==> config.mk <==
export PLATFORM = sky130hd
export DESIGN_NAME = cdb_broadcaster
export DESIGN_NICKNAME = d
export VERILOG_FILES = /design/src/rtl/tomasulo_pkg.sv /design/src/rtl/result_fifo.sv /design/src/rtl/cdb_broadcaster.sv
export SDC_FILE = /design/constraint.sdc
export NUM_CORES = 1
export LEC_CHECK = 0
export ABC_AREA = 1
export CORE_ASPECT_RATIO = 1.25
export CORE_MARGIN = 5
export CORE_UTILIZATION = 50
export CTS_BUF_LIST = sky130_fd_sc_hd__clkbuf_8
export CTS_CLUSTER_DIAMETER = 60
export DETAILED_ROUTE_END_ITERATION = 7
export GPL_ROUTABILITY_DRIVEN = 0
export PLACE_DENSITY = 0.83
export SLEW_MARGIN = 0
export SYNTH_ARGS = -nofsm -noshare
export SYNTH_HDL_FRONTEND = slang
export SYNTH_SLANG_ARGS = --single-unit
==> constraint.sdc <==
create_clock -name clk -period 3.6 [get_ports clk]
set_clock_uncertainty 0.05 [all_clocks]
set_input_delay 0.72 -clock clk [delete_from_list [all_inputs] [get_ports clk]]
set_output_delay 0.72 -clock clk [all_outputs]
set_load 0.005 [all_outputs]
==> src/rtl/tomasulo_pkg.sv <==
// Shared Tomasulo definitions: CDB tag/data widths, the "no producer" tag and
// the buffered result entry type used by the broadcaster.
package tomasulo_pkg;

  localparam int LABEL_W = 5;
  localparam int DATA_W  = 32;
  localparam int ENTRY_W = LABEL_W + DATA_W;

  localparam logic [LABEL_W-1:0] NO_LABEL = '0;

  typedef struct packed {
    logic [LABEL_W-1:0] label;
    logic [DATA_W-1:0]  data;
  } cdb_entry_t;

  function automatic int rr_next(input int idx, input int n);
    return (idx + 1 == n) ? 0 : idx + 1;
  endfunction

endpackage

==> src/rtl/result_fifo.sv <==
// Single-source synchronous result FIFO. Push into a full FIFO and pop from an
// empty one are ignored; full/empty decode from the registered count only.
module result_fifo #(
  parameter int WIDTH = 37,
  parameter int DEPTH = 2
) (
  input  logic             clk,
  input  logic             rst,
  input  logic             push,
  input  logic [WIDTH-1:0] din,
  input  logic             pop,
  output logic [WIDTH-1:0] dout,
  output logic             empty,
  output logic             full
);

  localparam int AW = (DEPTH > 1) ? $clog2(DEPTH) : 1;
  localparam int CW = $clog2(DEPTH + 1);

  logic [WIDTH-1:0] mem_q [DEPTH];
  logic [AW-1:0]    wr_ptr_q;
  logic [AW-1:0]    rd_ptr_q;
  logic [CW-1:0]    count_q;
  logic             do_push;
  logic             do_pop;

  assign full    = (count_q == CW'(DEPTH));
  assign empty   = (count_q == '0);
  assign do_push = push && !full;
  assign do_pop  = pop && !empty;
  assign dout    = mem_q[rd_ptr_q];

  // DEPTH is a power of two, so the pointers wrap by plain overflow.
  always_ff @(posedge clk or posedge rst) begin
    if (rst) begin
      wr_ptr_q <= '0;
      rd_ptr_q <= '0;
      count_q  <= '0;
    end else begin
      if (do_push) wr_ptr_q <= wr_ptr_q + AW'(1);
      if (do_pop)  rd_ptr_q <= rd_ptr_q + AW'(1);
      case ({do_push, do_pop})
        2'b10:   count_q <= count_q + CW'(1);
        2'b01:   count_q <= count_q - CW'(1);
        default: count_q <= count_q;
      endcase
    end
  end

  always_ff @(posedge clk) begin
    if (do_push) mem_q[wr_ptr_q] <= din;
  end

endmodule

==> src/rtl/cdb_broadcaster.sv <==
// CDB transmit side: buffers per-source results and drives one registered
// broadcast per cycle, chosen round-robin among the non-empty source FIFOs.
module cdb_broadcaster
  import tomasulo_pkg::*;
#(
  parameter int N_SRC      = 3,
  parameter int FIFO_DEPTH = 2
) (
  input  logic                     clk,
  input  logic                     rst,
  input  logic [N_SRC-1:0]         srcValid,
  input  logic [N_SRC*LABEL_W-1:0] srcLabel,
  input  logic [N_SRC*DATA_W-1:0]  srcData,
  output logic [N_SRC-1:0]         srcReady,
  output logic                     BCEN,
  output logic [LABEL_W-1:0]       BClabel,
  output logic [DATA_W-1:0]        BCdata,
  output logic                     protoErr
);

  localparam int PTR_W = (N_SRC > 1) ? $clog2(N_SRC) : 1;

  logic [N_SRC-1:0]   empty;
  logic [N_SRC-1:0]   full;
  logic [N_SRC-1:0]   push;
  logic [N_SRC-1:0]   pop_d;
  cdb_entry_t         head [N_SRC];

  logic [PTR_W-1:0]   rr_q, rr_d;
  logic               bcen_q, bcen_d;
  logic [LABEL_W-1:0] bclabel_q, bclabel_d;
  logic [DATA_W-1:0]  bcdata_q, bcdata_d;
  logic               proto_err_q, proto_err_d;
  int                 idx;

  for (genvar g = 0; g < N_SRC; g++) begin : g_src
    cdb_entry_t din_w;

    assign din_w   = {srcLabel[LABEL_W*g +: LABEL_W], srcData[DATA_W*g +: DATA_W]};
    // Tag-0 results are accepted from the source but never stored.
    assign push[g] = srcValid[g] && !full[g] && (srcLabel[LABEL_W*g +: LABEL_W] != NO_LABEL);

    result_fifo #(
      .WIDTH (ENTRY_W),
      .DEPTH (FIFO_DEPTH)
    ) u_fifo (
      .clk   (clk),
      .rst   (rst),
      .push  (push[g]),
      .din   (din_w),
      .pop   (pop_d[g]),
      .dout  (head[g]),
      .empty (empty[g]),
      .full  (full[g])
    );
  end

  assign srcReady = ~full;

  always_comb begin
    rr_d        = rr_q;
    bcen_d      = 1'b0;
    bclabel_d   = '0;
    bcdata_d    = '0;
    pop_d       = '0;
    proto_err_d = proto_err_q;
    idx         = 0;

    // Scanning offsets high to low lets the closest hit to rr_q win last.
    for (int k = N_SRC - 1; k >= 0; k--) begin
      idx = (int'(rr_q) + k) % N_SRC;
      if (!empty[idx]) begin
        bcen_d     = 1'b1;
        bclabel_d  = head[idx].label;
        bcdata_d   = head[idx].data;
        pop_d      = '0;
        pop_d[idx] = 1'b1;
        rr_d       = PTR_W'(rr_next(idx, N_SRC));
      end
    end

    for (int i = 0; i < N_SRC; i++) begin
      if (srcValid[i] && !full[i] && (srcLabel[LABEL_W*i +: LABEL_W] == NO_LABEL))
        proto_err_d = 1'b1;
    end
  end

  always_ff @(posedge clk or posedge rst) begin
    if (rst) begin
      rr_q        <= '0;
      bcen_q      <= 1'b0;
      bclabel_q   <= '0;
      bcdata_q    <= '0;
      proto_err_q <= 1'b0;
    end else begin
      rr_q        <= rr_d;
      bcen_q      <= bcen_d;
      bclabel_q   <= bclabel_d;
      bcdata_q    <= bcdata_d;
      proto_err_q <= proto_err_d;
    end
  end

  assign BCEN     = bcen_q;
  assign BClabel  = bclabel_q;
  assign BCdata   = bcdata_q;
  assign protoErr = proto_err_q;

endmodule

==> metrics <==
outcome=complete, no violations; IO buf count=about 160; Hold Path Class=flop to flop; HP Start=g_src[0].u_fifo.count_q[1]; TritonCTS Buffers=41; period utilisation layout=90.3%; DP HPWL=25.5 mm; Via density=5.64; Final nets=between 1500 and 2000; syn avg cell area=approximately 9.1 µm²; startpoint types=flop; CP endpoint kind=flop; Initial Util=50.4%; Non-Filler Instances=between 1500 and 2000; vias=around 11000; GRT Util Overall=24.7%; kind of critical path=flop to flop; Lkg Pwr=6.70 nW; register bit count reported by yosys=275; drt pass-1 iters=6; # resized after CTS=0; ratio of cells with drive above 1 in the final layout=9.47%; H-tree Lvls=2; max cap viols=0; # hold bufs at CTS=0; netlist area before placement=0.0134 mm²; # diodes=0; post-route worst setup slack=0.351 ns; clock latency on the worst-skew pair=~0.55 ns; Placed Cells=1922; Setup TNS Final=0 ns; pin count of the biggest net entering global routing=63; Final Hold Fails=0; gr ovfl total=0; Post-Syn Nets=around 1600; met3 GRT Util=4.94%; die area=0.0303 mm²; post-route ant nets=0; CTS tree=built; GR Util met1=29.2%; P per Cell Area=1040 mW/mm²; Critical path origin=rr_q[0]; Synth-to-Final Area Change=19.5%; number of global-route vias before repair=approximately 11000; synth unique cells=33; final WL=between 30 and 40 mm; Slew @ Worst Pin=approximately 0.9 ns; Crit Path Max Fanout=40; Root Buffer=clkbuf_8; routed length per instance=19.1 µm; worst vdd ir=861 µV; unrepaired setup endpoints after global routing=false; Yosys Warn Count=0; Rows=67; global routing's busiest layer=met2; Slew headroom=a little under two fifths; area of the core=roughly 0.027 mm²; # IOs=158; worst r2r src=rr_q[0]; Die W=between 150 and 200 µm; Fmax=0.308 GHz; setup bufs post-CTS=0; maximum clock insertion buffer count=3; DRT iter0 DRCs=1547; GR Layer Usage met2=41.0%; Residual DRC=0; Synth Instances=1481; Final Max Tran Viols=0; Place WS=~0.53 ns; Die Y=~190 µm; final setup fails=0; initial antenna violation count=0; first-pass GRT wire length=57.9 mm; sequential share of the synthesized area=59.5%; minimum clock period after layout=3.25 ns; Clock transition at path regs=0.06 ns; Critical Path AT=roughly 3.7 ns; critical path required time=4.01 ns; Clock Sinks=around 280
cells in the final DEF (no fill, tap or decap):
master / synthesis / routed
nor2_1: 20 / 13
bufinv_16: 0 / 1
clkinvlp_4: 0 / 1
clkinv_1: 0 / 4
buf_12: 0 / 2
buf_4: 3 / 23
dfrtp_1: 53 / 53
edfxtp_1: 222 / 222
o21ai_1: 53 / 53
a21oi_2: 1 / 1
xor2_1: 5 / 5
a21oi_1: 22 / 22
nand3_1: 114 / 114
inv_2: 10 / 11
nor2_2: 2 / 3
nor2_4: 0 / 6
inv_1: 46 / 59
xnor2_1: 5 / 5
nand3_2: 2 / 2
ha_1: 7 / 7
or2_1: 40 / 40
nand2_2: 2 / 2
nand2_1: 644 / 644
nor2_8: 1 / 1
o21ai_2: 21 / 21
nand4_1: 1 / 1
o21ai_0: 85 / 85
or2_2: 30 / 30
o221ai_1: 1 / 1
nand2_4: 1 / 1
clkdlybuf4s50_1: 0 / 157
clkinv_2: 0 / 3
clkbuf_8: 0 / 48
a31oi_1: 3 / 3
nor3_1: 3 / 3
a41oi_1: 1 / 1
critical path, cell delays in order, from the launching register on:
cell	delay, ns
dfrtp_1	0.40
inv_1	0.08
ha_1	0.28
inv_2	0.53
nand3_1	0.22
nand2_2	0.17
buf_4	0.45
inv_2	0.45
nand3_2	0.26
nor2_1	0.06
a31oi_1	0.19
cell usage after synthesis:
master    count  area, µm²
nor2_1       20       75.1
buf_6         5       56.3
inv_1        46        173
clkbuf_2      6       30.0
or2_1        40        250
nand4_1       1       6.26
nand2_4       1       11.3
buf_2        38        190
a31oi_1       3       18.8
nand3_2       2       20.0
o21ai_2      21        184
nor3_1        3       15.0
a21oi_1      22        110
or2_2        30        188
nand2_1     644       2420
buf_1        11       41.3
nand3_1     114        571
nor2_8        1       20.0
a21oi_2       1       8.76
o21ai_1      53        265
inv_2        10       37.5
dfrtp_1      53       1330
xor2_1        5       43.8
clkbuf_1     23       86.3
o21ai_0      85        425
nand2_2       2       12.5
o221ai_1      1       8.76
a41oi_1       1       8.76
buf_4         3       22.5
ha_1          7       87.6
edfxtp_1    222       6670
nor2_2        2       12.5
xnor2_1       5       43.8
registers in the layout, indices dropped and copies added, names as in the netlist:
name and count:
BCEN 1, BCdata 32, BClabel 5, g_src.u_fifo.count_q 6, g_src.u_fifo.mem_q 222, g_src.u_fifo.rd_ptr_q 3, g_src.u_fifo.wr_ptr_q 3, protoErr 1
rr_q 2
logic make-up (layout without fill, tap and decap cells):
group | after synthesis | after routing | synth area share (%)
flip-flops | 275 | 275 | 59.5
AO/OA/AOI/OAI | 187 | 187 | 7.67
buffers and inverters | 142 | 309 | 4.74
AND/OR/NAND/NOR | 860 | 860 | 26.8
adder cells (fa/ha/maj) | 7 | 7 | 0.652
XOR/XNOR | 10 | 10 | 0.652
power breakdown:
part           switching [mW]  internal [mW]
logic                    6.40           3.01
clock network            1.15           1.28
registers               0.351           4.47
total                    7.91           8.76
layout make-up:
class / instances / area, µm²
clock buffers: 48 / 661
clock inverters: 23 / 120
fillers: 2131 / 10600
inverters: 56 / 210
multi-input cells: 1064 / 4850
flip-flops and latches: 275 / 7990
well taps: 345 / 432
repair buffers: 182 / 1780
through the flow:
step	utilization (%)	power [mW]	cell area, µm²	hold WS [ns]
finish	60.2	16.7	16100	0.466
global placement	57.3	13.6	15300	0.442
detailed placement	57.3	14.0	15300	0.457
CTS	60.2	16.4	16100	0.467
global route	60.2	17.8	16100	0.500
floorplan	-	11.3	13400	0.418
path summary, 6_finish.rpt:
check | endpoint | cells after the start | slack (ns)
hold reg to reg | g_src[0].u_fifo.count_q[1] | 1 | 0.47
setup / recovery | rr_q[0] | 10 | 0.35
min in group asynchronous | BCdata[23] | 2 | 0.64
setup reg to reg | rr_q[0] | 10 | 0.35
hold / removal | g_src[0].u_fifo.count_q[1] | 1 | 0.47
max in group asynchronous | BCdata[7] | 3 | 2.06
routing by layer:
layer | vias up | wire length [µm]
met1 | 5164 | 12700
met5 | - | 0
li1 | 5166 | -
met3 | 189 | 3680
met2 | 722 | 18600
met4 | 0 | 3140
(Power assumes the default switching activity.)
